## src/rtl/prog_sequencer.sv

```systemverilog
// prog_sequencer: feeds the mv/mvi/add/sub processor from an internal program memory.
// Define SEQ_STEP_EN to add a HOLD state that waits for Step after each completed instruction.
module prog_sequencer #(
  parameter int AW   = 4,
  parameter int WDOG = 4
) (
  input  logic          Clock,
  input  logic          Reset,
  input  logic          LdEn,
  input  logic [AW-1:0] LdAddr,
  input  logic [14:0]   LdWord,
  input  logic          Start,
  input  logic [AW-1:0] StartAddr,
  input  logic          Abort,
  input  logic          Step,
  input  logic          ProcDone,
  output logic          w,
  output logic [1:0]    F,
  output logic [1:0]    Rx,
  output logic [1:0]    Ry,
  output logic [7:0]    Data,
  output logic [AW-1:0] PC,
  output logic          Busy,
  output logic          Halted,
  output logic          Error,
  output logic [7:0]    InstrCount
);

  // state | meaning
  // IDLE  | waiting for Start; program memory writable
  // ISSUE | w=1 for one cycle; word was registered on entry
  // WAIT  | word held, waiting for ProcDone; watchdog running
  // DRAIN | abort latched, waiting for the in-flight ProcDone
  // ERROR | watchdog expired; memory writable; Start restarts
  // HOLD  | PC already advanced, waiting for Step (SEQ_STEP_EN only)
  typedef enum logic [2:0] {
    S_IDLE,
    S_ISSUE,
    S_WAIT,
    S_DRAIN,
    S_ERROR
`ifdef SEQ_STEP_EN
    , S_HOLD
`endif
  } state_t;

  state_t          state, state_nxt;
  logic [AW-1:0]   pc_nxt;
  logic [14:0]     word_q;
  logic [14:0]     mem [2**AW];
  logic [3:0]      wd_cnt;
  logic            wd_last;
  logic            load_ok;

  assign wd_last = (wd_cnt + 4'd1) == 4'(WDOG);
  assign load_ok = (state == S_IDLE) || (state == S_ERROR);

`ifndef SEQ_STEP_EN
  logic unused_step;
  assign unused_step = Step;
`endif

  always_ff @(posedge Clock) begin
    if (LdEn && load_ok)
      mem[LdAddr] <= LdWord;
  end

  always_ff @(posedge Clock) begin
    if (Reset) begin
      state      <= S_IDLE;
      PC         <= '0;
      word_q     <= '0;
      wd_cnt     <= '0;
      Halted     <= 1'b0;
      InstrCount <= '0;
    end else begin
      state <= state_nxt;
      PC    <= pc_nxt;
      // Fields are captured on the edge entering ISSUE and held until the next issue.
      if (state_nxt == S_ISSUE)
        word_q <= mem[pc_nxt];
      if (load_ok && state_nxt == S_ISSUE) begin
        Halted     <= 1'b0;
        InstrCount <= '0;
      end
      if ((state == S_WAIT || state == S_DRAIN) && ProcDone)
        InstrCount <= InstrCount + 8'd1;
      if (state == S_WAIT && ProcDone && !Abort && word_q[14])
        Halted <= 1'b1;
      if (state == S_ISSUE)
        wd_cnt <= '0;
      else if (state == S_WAIT || state == S_DRAIN)
        wd_cnt <= wd_cnt + 4'd1;
    end
  end

  always_comb begin
    state_nxt = state;
    pc_nxt    = PC;
    case (state)
      S_IDLE, S_ERROR: begin
        if (Start && !Abort) begin
          state_nxt = S_ISSUE;
          pc_nxt    = StartAddr;
        end
      end
      S_ISSUE: state_nxt = Abort ? S_DRAIN : S_WAIT;
      S_WAIT: begin
        if (ProcDone) begin
          if (Abort || word_q[14]) begin
            state_nxt = S_IDLE;
          end else begin
            pc_nxt = PC + AW'(1);
`ifdef SEQ_STEP_EN
            state_nxt = S_HOLD;
`else
            state_nxt = S_ISSUE;
`endif
          end
        end else if (wd_last) begin
          state_nxt = S_ERROR;
        end else if (Abort) begin
          state_nxt = S_DRAIN;
        end
      end
      S_DRAIN: begin
        if (ProcDone)
          state_nxt = S_IDLE;
        else if (wd_last)
          state_nxt = S_ERROR;
      end
`ifdef SEQ_STEP_EN
      S_HOLD: begin
        if (Abort)
          state_nxt = S_IDLE;
        else if (Step)
          state_nxt = S_ISSUE;
      end
`endif
      default: state_nxt = S_IDLE;
    endcase
  end

  always_comb begin
    w     = (state == S_ISSUE);
    Error = (state == S_ERROR);
    Busy  = (state == S_ISSUE) || (state == S_WAIT) || (state == S_DRAIN);
`ifdef SEQ_STEP_EN
    if (state == S_HOLD)
      Busy = 1'b1;
`endif
  end

  assign F    = word_q[13:12];
  assign Rx   = word_q[11:10];
  assign Ry   = word_q[9:8];
  assign Data = word_q[7:0];

endmodule

```

## config.mk

```make
export PLATFORM = sky130hd
export DESIGN_NAME = prog_sequencer
export DESIGN_NICKNAME = d
export VERILOG_FILES = /design/src/rtl/prog_sequencer.sv
export SDC_FILE = /design/constraint.sdc
export NUM_CORES = 1
export LEC_CHECK = 0
export ABC_CLOCK_PERIOD_IN_PS = 5500
export BUFFER_PORTS_ARGS = -buffer_cell sky130_fd_sc_hd__buf_2
export CORE_MARGIN = 5
export CORE_UTILIZATION = 45
export CTS_BUF_LIST = sky130_fd_sc_hd__clkbuf_8
export DETAILED_ROUTE_END_ITERATION = 12
export PLACE_DENSITY = 0.72
export SETUP_SLACK_MARGIN = 0.05
export SYNTH_ARGS = -nofsm -noshare
export SYNTH_HDL_FRONTEND = slang
export SYNTH_SLANG_ARGS = --single-unit
```

## constraint.sdc

```tcl
create_clock -name Clock -period 5.5 [get_ports Clock]
set_input_delay 0.55 -clock Clock [delete_from_list [all_inputs] [get_ports Clock]]
set_output_delay 0.55 -clock Clock [all_outputs]
set_load 0.05 [all_outputs]
```

# Word level (Yosys, flattened, before mapping)
# Memory sizes are Yosys's and may differ from the RTL's. A register that Yosys moved wholly into a read port is not among the register bits.
# Index checks and enable logic that the tools add are counted.
[classes]
addsub = 3
n_mul = 0
div = 0
order_cmp = 0
n_eq_ne = 6
shift = 0
n_mux = 19
bitwise_logic = 0
n_reduce_logical = 18
[ops]
columns = ["cell", "n"]
rows = [
  ["3-bit 2-to-1 mux", 6],
  ["8-bit 2-to-1 mux", 2],
  ["4-bit 2-to-1 mux", 3],
  ["3-bit one-hot mux with 4 select lines", 1],
  ["4-bit by 1-bit adder with 4-bit output (second input constant)", 2],
  ["8-bit by 1-bit adder with 8-bit output (second input constant)", 1],
  ["4-bit one-hot mux with 2 select lines", 1],
  ["1-bit logical AND", 7],
  ["3-bit by 1-bit equality test with 1-bit output (second input constant)", 2],
  ["3-bit by 2-bit equality test with 1-bit output (second input constant)", 2],
  ["1-bit 2-to-1 mux", 6],
  ["1-bit logical OR", 5],
  ["4-bit by 3-bit equality test with 1-bit output (second input constant)", 1],
  ["2-bit nonzero test", 2],
  ["2-bit OR reduction", 2],
  ["3-bit equality test (second input constant)", 1],
  ["3-bit zero test", 1],
  ["1-bit zero test", 1],
]
[totals]
register_bits = 20
latch_bits = 0
ram_bits = 240
mem_bits_ro = 0
input_bits = 30
output_inout_bits = 30
memories = 1
[memory_table]
columns = ["name", "depth", "width", "read_ports", "rd_ports_with_merged_regs", "wr", "line", "rtl"]
rows = [
  ["mem", 16, 15, 1, 1, 1, "50", "logic [14:0] mem [2**AW];"],
]

# Logic depth before layout (Yosys ltp)
# Gate-level depths: netlist (run 1).
[logic_depth]
word_depth = 9
ltp_mapped = 11
depth_no_buf = 8

# Least setup slack after synthesis (run 1)
# OpenSTA, ideal clock, no wires.
[synth_timing]
kind = "reg-to-reg"
startpoint = "reg PC[1]"
endpoint = "reg word_q[13], read port of mem"
setup_ns = 0.122
t_arrival_ns = 2.549
required_time_ns = 5.378
slack_ns = 2.829
stages_incl_launch_ff = 10
n_path_buf = 1
synth_period_minus_slack_ns = 2.671
path_cell_list = "dfxtp_1 -> ha_1 -> nor2_1 -> a32o_1 -> a221o_2 -> nor2_4 -> buf_6 -> nand3_1 -> a32o_1 -> a221o_1"
[synth_between]
elab_chain_cells = 4
word_cells_on_any_way = 5
classes_between = "add/sub (1); mux (4)"
[synth_lines]
columns = ["element", "line", "rtl"]
rows = [
  ["start: declaration", "22", "output logic [AW-1:0] PC,"],
  ["start signal: assignment", "78", "PC <= pc_nxt;"],
  ["4-bit by 1-bit adder with 4-bit output", "113", "pc_nxt = PC + AW'(1);"],
  ["4-bit 2-to-1 mux", "110", "if (Abort || word_q[14]) begin"],
  ["4-bit 2-to-1 mux", "109", "if (ProcDone) begin"],
  ["4-bit one-hot mux with 2 select lines *", "100", "case (state)"],
  ["end: declaration", "49", "logic [14:0] word_q;"],
]
# Mark *: on every way between the ends. The rest lies on a longest branch, timed or not.
# A chain may end at the register's enable or synchronous reset.

# Worst setup path after layout (run 1)
[layout_timing]
startpoint = "reg state[1]"
endpoint = "reg word_q[1], read port of mem"
[layout_between]
elab_chain_cells = 5
word_cells_on_any_way = 15
classes_between = "eq/ne (5); mux (8); reduce/logical (2)"
[layout_lines]
columns = ["element", "line", "rtl"]
rows = [
  ["start: declaration", "47", "state_t state, state_nxt;"],
  ["start signal: assignment", "77", "state <= state_nxt;"],
  ["3-bit 2-to-1 mux", "122", "end else if (Abort) begin"],
  ["3-bit 2-to-1 mux", "120", "end else if (wd_last) begin"],
  ["3-bit 2-to-1 mux", "109", ""],
  ["3-bit one-hot mux with 4 select lines", "100", ""],
  ["3-bit by 1-bit equality test with 1-bit output", "80", "if (state_nxt == S_ISSUE)"],
]
# Several ways; a longest one is shown, not always the timed one.

==> metrics.cfg, run 1 <==
[run_status]
status = finished clean

[worst_setup_path]
r2r_cells = 8
end_kind = flop
cp.required_ns = 5.97
crit_path_start_kind = flop
max_stage_delay_ns = 0.65
cp_max_fo = 36
critPathKind = reg2reg
cp_slowest_cell = a221o_2
cp.arrival_ns = 3.69
crit_chain = nor4b_4 > and2_2 > a221o_2 > buf_4 > nand2_1 > and3_1 > a31oi_1 > a221o_1

[route]
wl_microns = 25380
wl_met1_microns = 10260
route.met3.wl_microns = 1865
wire_per_inst_microns = 20.07
via_count = 6992
postRouteAntennaNets = 0
dr.pass1.iters = 7
top_layer = met4
drt_iter0_markers = 591
drcViolationCount = 0
dr_wl_met2_microns = 12520
drt-vias-per-instance = 5.527

[placed_design]
post-dp-hpwl_microns = 14210
place.gp.congestion = 0.8440
dpl_cell_area_sq_mm = 0.01168
place_ws_ns = 2.092
port_buffers = 58

[synthesis]
synth-seq-area-share = 0.7034
synth_fp_nets = 878
ys_ff_latch = 275
syn_avg_cell_area_sq_um = 13.30
async_flop_share = 0
synth_edf_count = 240
syn_area_sq_mm = 0.01124
yosysWarningCount = 0
synthCells = 845
synth.distinct_cells = 53
synthFlopType = edfxtp_1

[sta]
min_period_over_period = 0.5852
min_period_ns = 3.218
tns_ns = 0
hold_viol_final = 0
worst_pin_slew_ns = 1.227
setup_ws_ns = 2.282
relSlewSlack = 0.1812
grt_setup_unrepaired = false
fin_worst_skew_ns = 0.02382
setup_violations = 0
fmax_ghz = 0.3107
maxSlewViolCount = 0
worst_hold_slack_ns = 0.3575

[floorplan]
die_w_microns = 168.1
rows = 57
start_util = 0.4596
core_area_sq_mm = 0.02446
fp.dieArea_sq_mm = 0.02824
die_y_microns = 168.1
ios = 60

[layout]
filler_cell_count = 2034
final_util = 0.5100
area_delta_synth_final_pct = 10.97
nets = 942
final_cell_area_sq_mm = 0.01248
drive_gt1_frac = 0.1892
antenna_cells = 0

[grt]
grt_overflow_total = 0
track_usage = 0.1776
grt_start_max_net_pins = 75
grt_first_pass_wirelength_microns = 39140
grt_pass1_vias = 6910
antenna_found_initial = 0

[clocking]
cts_hold_buf = 0
cts.path.max_buffers = 3
clk_pin_slew_ns = 0.06
htreeDepth = 2
clk_latency_ns = 0.55
cts_tree = done
cts_setup_buffers = 0
cts_root_buffer = clkbuf_8
cts-buffers-inserted = 41
ctsResizeCount = 0
clock_sinks = 275

[pwr]
p_per_area_mw_per_mm2 = 347.7
max-vdd-ir-drop_uv = 166.1
power_leakage_nw = 4.600

[min_path]
hold_path_class = in2reg
hold_path_depth = 4

[flow_run]
maxCapViolations = 0

## placed cells by master, fill, tap and decap left out, drive strengths merged
cell type / n
a311oi: 2
nor4: 2
a32o: 17
a221oi: 2
and3: 34
clkbuf: 44
inv: 17
dfxtp: 35
a22oi: 5
and3b: 1
a31oi: 45
or2: 1
o31ai: 1
a21oi: 9
or4b: 1
nand4: 2
a32oi: 16
ha: 3
o2111ai: 1
or3: 1
nor4b: 1
and2b: 1
clkinv: 13
nor2b: 3
o21ai: 8
or2b: 1
clkinvlp: 2
nand2: 225
o21a: 1
nand2b: 5
a21o: 2
edfxtp: 240
bufinv: 2
nand3: 18
nor2: 55
and2: 3
mux2i: 16
nor3: 9
a221o: 17
buf: 80
## critical path: cells and delay by family (launching register included)
kind | cells | cell delay (ns)
simple gates | 4 | 1.19
flops | 1 | 0.41
buf+inv | 1 | 0.49
compound gates | 3 | 1.03
## worst paths after layout
| check | start | to | slack (ns) |
|---|---|---|---|
| worst max-delay path | state[1]$_SDFF_PP0_ | word_q[1]$_SDFFE_PP0N_ | 2.28 |
| worst min-delay path | Start | state[2]$_SDFF_PP0_ | 0.36 |
| worst max register to register | state[1]$_SDFF_PP0_ | word_q[1]$_SDFFE_PP0N_ | 2.28 |
| worst min register to register | InstrCount[7]$_SDFFE_PP0P_ | InstrCount[7]$_SDFFE_PP0P_ | 0.48 |
## state kept, by name (all words and copies together), names as in the netlist
signal,cells
mem,240
word_q,15
InstrCount,8
PC,4
wd_cnt,4
state,3
Halted,1
## cell usage after synthesis (10+ instances only)
cell type | instances | area, sq um
buf_2 | 11 | 55.05
a32oi_1 | 16 | 140.1
edfxtp_1 | 240 | 7207
nor2_1 | 51 | 191.4
and3_1 | 17 | 106.4
a31oi_1 | 45 | 281.5
a32o_1 | 17 | 170.2
dfxtp_1 | 35 | 700.7
clkbuf_8 | 11 | 151.4
and3_2 | 17 | 127.6
nand3_1 | 18 | 90.09
mux2i_1 | 16 | 160.2
a221o_1 | 16 | 160.2
nand2_1 | 225 | 844.6
clkbuf_1 | 10 | 37.54
buf_4 | 19 | 142.6
## logic make-up after synthesis
group	count (synthesis)	share of synthesized area
flops	275	0.7034
mux	16	0.01425
simple gates	363	0.1457
fa+ha+maj	3	0.003339
buf+inv	62	0.04285
compound gates	126	0.09048
## through the flow
step                total power, mW  std cells
floorplan                     2.692        845
global placement              2.789       1190
detailed placement            2.798       1190
CTS                           4.360       1265
global route                  4.502       1265
finish                        4.338       1265
## power breakdown
part | switching, mW | internal [mW] | leakage, nW
sequential | 0.0240 | 2.31 | 2.45
combinational | 0.300 | 0.123 | 1.70
clock | 0.744 | 0.840 | 0.448
## metal layers
layer	vias to the layer above	track usage
met2	272	0.2952
met4	0	0.06528
met1	3394	0.2308
met3	60	0.03822
li1	3266	-
met5	-	0
## area by class of cell
class / instances / area [sq um] / area share
tap: 324 / 405.4 / 0.03249
timing repair buffer: 80 / 455.4 / 0.03651
clock buffer: 44 / 605.6 / 0.04854
clock inverter: 31 / 191.4 / 0.01534
multi-input combinational: 508 / 2899 / 0.2324
inverter: 3 / 11.26 / 0.0009026
sequential: 275 / 7908 / 0.6338
Note: power is estimated with default switching activity, not from simulation.
==> run 2, diff against run 1 <==
--- a/config.mk
+++ b/config.mk
@@ -5,13 +5,14 @@
 export SDC_FILE = /design/constraint.sdc
 export NUM_CORES = 1
 export LEC_CHECK = 0
-export ABC_CLOCK_PERIOD_IN_PS = 5500
+export ABC_AREA = 1
+export ABC_CLOCK_PERIOD_IN_PS = 2800
 export BUFFER_PORTS_ARGS = -buffer_cell sky130_fd_sc_hd__buf_2
 export CORE_MARGIN = 5
 export CORE_UTILIZATION = 45
 export CTS_BUF_LIST = sky130_fd_sc_hd__clkbuf_8
 export DETAILED_ROUTE_END_ITERATION = 12
-export PLACE_DENSITY = 0.72
+export PLACE_DENSITY = 0.74
 export SETUP_SLACK_MARGIN = 0.05
 export SYNTH_ARGS = -nofsm -noshare
 export SYNTH_HDL_FRONTEND = slang
==> constraint.sdc (replaced) <==
create_clock -name Clock -period 2.8 [get_ports Clock]
set_input_delay 0.28 -clock Clock [delete_from_list [all_inputs] [get_ports Clock]]
set_output_delay 0.28 -clock Clock [all_outputs]
set_load 0.05 [all_outputs]
==> run 2 against run 1 <==
  * Synthesized cell count grew 45%
  * Die area grew 9.5%
  * First-iteration DRC count grew 41%
  * Via count grew 26%
  * Total power grew 100%
  * Clock skew shrank 0.0028 ns
  * Cell count grew 32%
  * Combinational power grew 140%
  * Routed wire length grew 15%
  * Sequential power grew 96%
  * Global-route usage grew 1.1 points
  * Flip-flop and latch count is the same
  * Critical path type unchanged
==> metrics.cfg, run 2 <==
[synthesis]
synthFlopType = edfxtp_1  ; unchanged
synth_fp_nets = 1259  ; was 878
synth_edf_count = 240  ; unchanged
async_flop_share = 0  ; unchanged
synth_area_leaders = edfxtp_1 (58%), nand3_1 (12%), inv_1 (7.2%)  ; was edfxtp_1 (64%), nand2_1 (7.5%), dfxtp_1 (6.2%)
synth.distinct_cells = 29  ; was 53
yosysTopAreaCell = edfxtp_1  ; unchanged
synth-seq-area-share = 0.6391  ; was 0.7034
synth_top_area_share = 0.5825  ; was 0.6411
synth_common_cells = nand3_1 (308), edfxtp_1 (240), inv_1 (238), nand2_1 (168), nand3b_1 (60)  ; was edfxtp_1 (240), nand2_1 (225), nor2_1 (51), a31oi_1 (45), dfxtp_1 (35)
synth.most_common_cell = nand3_1  ; was edfxtp_1
yosysWarningCount = 0  ; unchanged
syn_avg_cell_area_sq_um = 10.09  ; was 13.30 sq um
ys_ff_latch = 275  ; unchanged
synthCells = 1226  ; was 845
syn_area_sq_mm = 0.01237  ; was 0.01124 sq mm

[sta]
hold_viol_final = 0  ; unchanged
setup_ws_ns = 0.3824  ; was 2.282 ns
fin_worst_skew_ns = 0.02103  ; was 0.02382 ns
min_period_over_period = 0.8634  ; was 0.5852
min_period_ns = 2.418  ; was 3.218 ns
grt_setup_unrepaired = false  ; unchanged
maxSlewViolCount = 0  ; unchanged
tns_ns = 0  ; unchanged
relSlewSlack = 0.5400  ; was 0.1812
worst_pin_slew_ns = 0.6874  ; was 1.227 ns
setup_violations = 0  ; unchanged
fmax_ghz = 0.4136  ; was 0.3107 GHz

[route]
wl_microns = 29220  ; was 25380 microns
drcViolationCount = 0  ; unchanged
postRouteAntennaNets = 0  ; unchanged
drt-vias-per-instance = 5.250  ; was 5.527
drt_iter0_markers = 831  ; was 591
via_count = 8783  ; was 6992
dr.pass1.iters = 5  ; was 7
wire_per_inst_microns = 17.46  ; was 20.07 microns

[grt]
grt_pass1_vias = 8521  ; was 6910
grt_first_pass_wirelength_microns = 45930  ; was 39140 microns
antenna_found_initial = 1  ; was 0
grt_overflow_total = 0  ; unchanged
grt_start_max_net_pins = 62  ; was 75
track_usage = 0.1885  ; was 0.1776

[layout]
multi_input_area_sq_mm = 0.003156  ; was 0.002899 sq mm
nets = 1331  ; was 942
largest_reg_flops = 240  ; unchanged
filler_cell_count = 2344  ; was 2034
area_delta_synth_final_pct = 12.91  ; was 10.97%
antenna_cells = 0  ; unchanged
layout_commonest_cell = nand3_1  ; was edfxtp_1
largestRegisters = mem: 240 flops, word_q: 15 flops, InstrCount: 8 flops  ; unchanged
regArea_sq_mm = 0.007908  ; unchanged
drive_gt1_frac = 0.1351  ; was 0.1892
layout_common_cells = nand3_1 (308), inv_1 (248), edfxtp_1 (240)  ; was edfxtp_1 (240), nand2_1 (225), buf_2 (58)
final_cell_area_sq_mm = 0.01397  ; was 0.01248 sq mm
largest-register = mem  ; unchanged

[floorplan]
rows = 60  ; was 57
ios = 60  ; unchanged
die_y_microns = 175.8  ; was 168.1 microns
start_util = 0.4578  ; was 0.4596
core_area_sq_mm = 0.02703  ; was 0.02446 sq mm
die_w_microns = 175.8  ; was 168.1 microns
fp.dieArea_sq_mm = 0.03091  ; was 0.02824 sq mm

[worst_setup_path]
crit_family = simple AND/OR/NAND/NOR gates  ; unchanged
cp.required_ns = 3.26  ; was 5.97 ns
crit_path_start_kind = flop  ; unchanged
end_kind = flop  ; unchanged
max_stage_delay_ns = 0.35  ; was 0.65 ns
crit_chain = nor2_2 > nand3_1 > nand3_4 > buf_12 > buf_4 > nand3_1 > nand3_1 > nand3_1 > nand3_1 > nand3_1 > nand2_1 > inv_1  ; was nor4b_4 > and2_2 > a221o_2 > buf_4 > nand2_1 > and3_1 > a31oi_1 > a221o_1
cp_slowest_cell = dfxtp_1  ; was a221o_2
cp.buffers_inverters = 3  ; was 1
cp_max_fo = 47  ; was 36
cpMostUsedCell = nand3_1
cp.arrival_ns = 2.88  ; was 3.69 ns
critPathKind = reg2reg  ; unchanged

[clocking]
cts_root_buffer = clkbuf_8  ; unchanged
htreeDepth = 2  ; unchanged
cts.path.max_buffers = 3  ; unchanged
clock_sinks = 275  ; unchanged
clk_latency_ns = 0.58  ; was 0.55 ns
clk_pin_slew_ns = 0.06  ; about the same
ctsResizeCount = 0  ; unchanged
cts_tree = done  ; unchanged
cts-buffers-inserted = 45  ; was 41

[min_path]
hold_path_class = in2reg  ; unchanged

[flow_run]
maxCapViolations = 0  ; unchanged

[placed_design]
place_ws_ns = 0.4124  ; was 2.092 ns
post-dp-hpwl_microns = 17460  ; was 14210 microns
dpl_cell_area_sq_mm = 0.01310  ; was 0.01168 sq mm
port_buffers = 58  ; unchanged
place.gp.congestion = 0.7773  ; was 0.8440

[pwr]
power_mw = 8.882  ; was 4.338 mW
p_per_area_mw_per_mm2 = 635.8  ; was 347.7 mW/mm^2
max-vdd-ir-drop_uv = 264.9  ; was 166.1 uV
power_leakage_nw = 5.982  ; was 4.600 nW

[run_status]
status = finished clean  ; unchanged

[run 2: cell types whose count changed in the layout (fill, tap and decap cells not counted), moves of 15 or more]
cell | before | now
inv_1 | 15 | 248
nand2_1 | 225 | 168
nor2_1 | 49 | 32
and3_2 | 17 | 0
nand3_1 | 18 | 308
a32o_1 | 17 | 0
a221o_1 | 15 | 0
a31oi_1 | 45 | 0
and3_1 | 17 | 0
nand3b_1 | 0 | 60
a32oi_1 | 16 | 1
mux2i_1 | 16 | 0
[run 2: cell families after synthesis]
logic type,count (synthesis),synth area share
AND/OR/NAND/NOR,584,0.2309
buffers and inverters,321,0.1077
flip-flops,275,0.6391
AO/OA/AOI/OAI,41,0.01790
adder cells (fa/ha/maj),3,0.003034
XOR/XNOR,2,0.001416
[run 2: per-stage QoR]
step	hold slack, ns	utilization	cells
floorplan	0.3491	-	1226
global placement	0.4566	0.4849	1590
detailed placement	0.4569	0.4849	1590
CTS	0.05578	0.5169	1673
global route	0.06928	0.5169	1673
finish	0.08132	0.5169	1673
[run 2: routing by layer]
layer  share of wire  up-vias  GRT usage
li1                -     4209          -
met1            0.43     4142     0.2605
met2            0.47      372     0.3028
met3           0.080       58    0.03207
met4           0.023        2    0.06725
met5         0.00038        -          0
[run 2: path summary, 6_finish.rpt]
check / slack, ns / from / cells after the start / to
worst min register to register: 0.47 / Halted$_SDFFE_PP0P_ / 2 / Halted$_SDFFE_PP0P_
worst min-delay path: 0.08 / LdWord[14] / 1 / mem[6][14]$_DFFE_PP_
worst max register to register: 0.38 / state[1]$_SDFF_PP0_ / 12 / word_q[6]$_SDFFE_PP0N_
worst max-delay path: 0.38 / state[1]$_SDFF_PP0_ / 12 / word_q[6]$_SDFFE_PP0N_
[run 2: power breakdown]
| group | total, mW | switching, mW | leakage (nW) | internal (mW) |
|---|---|---|---|---|
| registers | 4.56 | 0.0308 | 2.45 | 4.53 |
| logic | 1.00 | 0.710 | 3.06 | 0.295 |
| clock network | 3.32 | 1.61 | 0.475 | 1.71 |
| total | 8.88 | 2.35 | 5.98 | 6.53 |
[run 2: worst reg2reg max path, cell delays in order (launching register included)]
cell	delay [ns]
dfxtp_1	0.35
nor2_2	0.17
nand3_1	0.27
nand3_4	0.21
buf_12	0.27
buf_4	0.32
nand3_1	0.12
nand3_1	0.10
nand3_1	0.09
nand3_1	0.10
nand3_1	0.18
nand2_1	0.11
inv_1	0.04
[run 2: final cells by class]
type	count	share of cell area
sequential	275	0.5660
tap	341	0.03054
clock buffer	45	0.04433
timing repair buffer	103	0.05159
clock inverter	36	0.01630
multi-input combinational	630	0.2259
inverter	243	0.06538
[run 2: what timing repair did]
action                    in CTS  in global routing
hold buffers                   2                  0
buffers inserted               0                  0
hold endpoints to repair       2                  0
==> run 3, diff against run 2 <==
--- a/config.mk
+++ b/config.mk
@@ -10,10 +10,9 @@
 export BUFFER_PORTS_ARGS = -buffer_cell sky130_fd_sc_hd__buf_2
 export CORE_MARGIN = 5
 export CORE_UTILIZATION = 45
-export CTS_BUF_LIST = sky130_fd_sc_hd__clkbuf_8
 export DETAILED_ROUTE_END_ITERATION = 12
+export GPL_ROUTABILITY_DRIVEN = 1
 export PLACE_DENSITY = 0.74
-export SETUP_SLACK_MARGIN = 0.05
 export SYNTH_ARGS = -nofsm -noshare
 export SYNTH_HDL_FRONTEND = slang
 export SYNTH_SLANG_ARGS = --single-unit
==> run 3 against run 2 <==
  * Clock power is 1% lower
  * Maximum frequency hardly changed
  * First-iteration DRC count is 1.4% lower
  * Largest cell class unchanged
==> metrics.cfg, run 3 (synthesis results as in run 2) <==
[grt]
track_usage = 0.1847  ; was 0.1885
grt_start_max_net_pins = 62  ; unchanged
grt_first_pass_wirelength_microns = 45480  ; was 45930 microns
globalRouteMet1Util = 0.2543  ; was 0.2605
grt_busiest_layer = met2  ; unchanged
use_met3 = 0.02734  ; was 0.03207
grt_util_met2 = 0.3064  ; was 0.3028
grt_pass1_vias = 8398  ; was 8521
antenna_found_initial = 1  ; unchanged
grt_overflow_total = 0  ; unchanged

[worst_setup_path]
critPathKind = reg2reg  ; unchanged
end_kind = flop  ; unchanged
max_stage_delay_ns = 0.39  ; was 0.35 ns
crit_family = simple AND/OR/NAND/NOR gates  ; unchanged
cpMostUsedCell = nand3_1  ; unchanged
cp_slowest_cell = dfxtp_1  ; unchanged
cp_max_fo = 16  ; was 47
crit_path_start_kind = flop  ; unchanged
cp.required_ns = 3.28  ; was 3.26 ns
crit_chain = nand2_2 > nor2_4 > nand2_2 > o21ai_2 > inv_2 > nand2_2 > buf_4 > nand3_1 > nand3_1 > nand3_1 > nand3_1 > nand2_1 > inv_1  ; was nor2_2 > nand3_1 > nand3_4 > buf_12 > buf_4 > nand3_1 > nand3_1 > nand3_1 > nand3_1 > nand3_1 > nand2_1 > inv_1
cp.buffers_inverters = 3  ; unchanged
cp.arrival_ns = 2.90  ; was 2.88 ns

[route]
dr.pass1.iters = 7  ; was 5
drcViolationCount = 0  ; unchanged
drt-vias-per-instance = 5.314  ; was 5.250
drt_iter0_markers = 819  ; was 831
via_count = 8715  ; was 8783
wire_per_inst_microns = 17.65  ; was 17.46 microns
postRouteAntennaNets = 0  ; unchanged
wl_microns = 28950  ; was 29220 microns

[floorplan]
start_util = 0.4578  ; unchanged
core_area_sq_mm = 0.02703  ; unchanged
fp.dieArea_sq_mm = 0.03091  ; unchanged
rows = 60  ; unchanged
ios = 60  ; unchanged
die_y_microns = 175.8  ; unchanged
die_w_microns = 175.8  ; unchanged

[layout]
final_cell_area_sq_mm = 0.01390  ; was 0.01397 sq mm
nets = 1311  ; was 1331
drive_gt1_frac = 0.1186  ; was 0.1351
antenna_cells = 0  ; unchanged
largest_reg_flops = 240  ; unchanged
layout_common_cells = nand3_1 (308), edfxtp_1 (240), inv_1 (238)  ; was nand3_1 (308), inv_1 (248), edfxtp_1 (240)
area_delta_synth_final_pct = 12.35  ; was 12.91%
filler_cell_count = 2344  ; unchanged
final_util = 0.5144  ; was 0.5169
largestRegisters = mem: 240 flops, word_q: 15 flops, InstrCount: 8 flops  ; unchanged
largest-register = mem  ; unchanged
layout_commonest_cell = nand3_1  ; unchanged

[sta]
min_period_over_period = 0.8631  ; was 0.8634
fmax_ghz = 0.4138  ; was 0.4136 GHz
min_period_ns = 2.417  ; was 2.418 ns
grt_setup_unrepaired = false  ; unchanged
tns_ns = 0  ; unchanged
hold_viol_final = 0  ; unchanged
fin_worst_skew_ns = 0.01878  ; was 0.02103 ns
setup_ws_ns = 0.3834  ; was 0.3824 ns
setup_violations = 0  ; unchanged
maxSlewViolCount = 0  ; unchanged
worst_pin_slew_ns = 0.7179  ; was 0.6874 ns
worst_hold_slack_ns = 0.04259  ; was 0.08132 ns
relSlewSlack = 0.5196  ; was 0.5400

[placed_design]
post-dp-hpwl_microns = 17460  ; unchanged
place.gp.congestion = 0.7773  ; unchanged
dpl_cell_area_sq_mm = 0.01310  ; unchanged
place_ws_ns = 0.4124  ; unchanged
port_buffers = 58  ; unchanged

[clocking]
cts_setup_buffers = 0  ; unchanged
cts.path.max_buffers = 3  ; unchanged
cts_root_buffer = clkbuf_16  ; was clkbuf_8
cts-buffers-inserted = 27  ; was 45
cts_tree = done  ; unchanged
clk_latency_ns = 0.55  ; was 0.58 ns
clk_pin_slew_ns = 0.06  ; about the same
clock_sinks = 275  ; unchanged
cts_hold_buf = 0  ; was 2
ctsResizeCount = 0  ; unchanged
htreeDepth = 1  ; was 2

[run_status]
status = finished clean  ; unchanged

[pwr]
max-vdd-ir-drop_uv = 443.4  ; was 264.9 uV
p_per_area_mw_per_mm2 = 636.0  ; was 635.8 mW/mm^2
power_leakage_nw = 5.887  ; was 5.982 nW

[flow_run]
maxCapViolations = 0  ; unchanged

[min_path]
hold_path_class = in2reg  ; unchanged

==> run 3: cell count changes in the layout (fill, tap and decap cells not counted) <==
cell / delta
inv_8: -1
clkbuf_8: -44
inv_6: -1
clkinv_8: -1
clkinv_2: -5
bufinv_16: -2
inv_16: +1
clkbuf_16: +27
clkinv_1: -1
clkbuf_1: +6
dlygate4sd3_1: -2
inv_1: -10
==> run 3: per-layer routing <==
| metal | up-vias | routed length [microns] |
|---|---|---|
| met3 | 63 | 2055 |
| met5 | - | 11 |
| met1 | 4139 | 12380 |
| met2 | 344 | 13740 |
| li1 | 4167 | - |
| met4 | 2 | 764 |
==> run 3: report_power, final <==
group	switching (mW)	internal (mW)	total (mW)	leakage, nW
clock	1.48	1.80	3.28	0.388
combinational	0.709	0.293	1.00	3.05
sequential	0.0309	4.53	4.56	2.45
total	2.22	6.62	8.84	5.89
==> run 3: cell type report <==
class | instances | area, sq um | share of cell area
flip-flops and latches | 275 | 7908 | 0.5689
multi-input cells | 630 | 3156 | 0.2270
inverters | 243 | 913.4 | 0.06571
clock buffers | 34 | 711.9 | 0.05122
repair buffers | 101 | 700.7 | 0.05041
well taps | 341 | 426.7 | 0.03069
clock inverters | 16 | 85.08 | 0.006121
==> run 3: path summary, 6_finish.rpt <==
kind	from	endpoint	slack, ns	depth (start not counted)
setup / recovery	state[1]$_SDFF_PP0_	word_q[6]$_SDFFE_PP0N_	0.38	13
hold / removal	Abort	state[0]$_SDFF_PP0_	0.04	3
setup reg to reg	state[1]$_SDFF_PP0_	word_q[6]$_SDFFE_PP0N_	0.38	13
hold reg to reg	Halted$_SDFFE_PP0P_	Halted$_SDFFE_PP0P_	0.47	2
==> run 3: worst register-to-register path, delay by kind of cell, from the launching register on <==
kind            cells  cell delay [ns]
flops               1             0.39
buf+inv             3             0.41
simple gates        9             1.35
compound gates      1             0.22
==> run 3: metrics by stage <==
stage | power, mW | cells
final | 8.840 | 1640
after floorplan | 5.323 | 1226
after global routing | 9.174 | 1640
after CTS | 8.890 | 1640
after global placement | 5.614 | 1590
after detailed placement | 5.638 | 1590
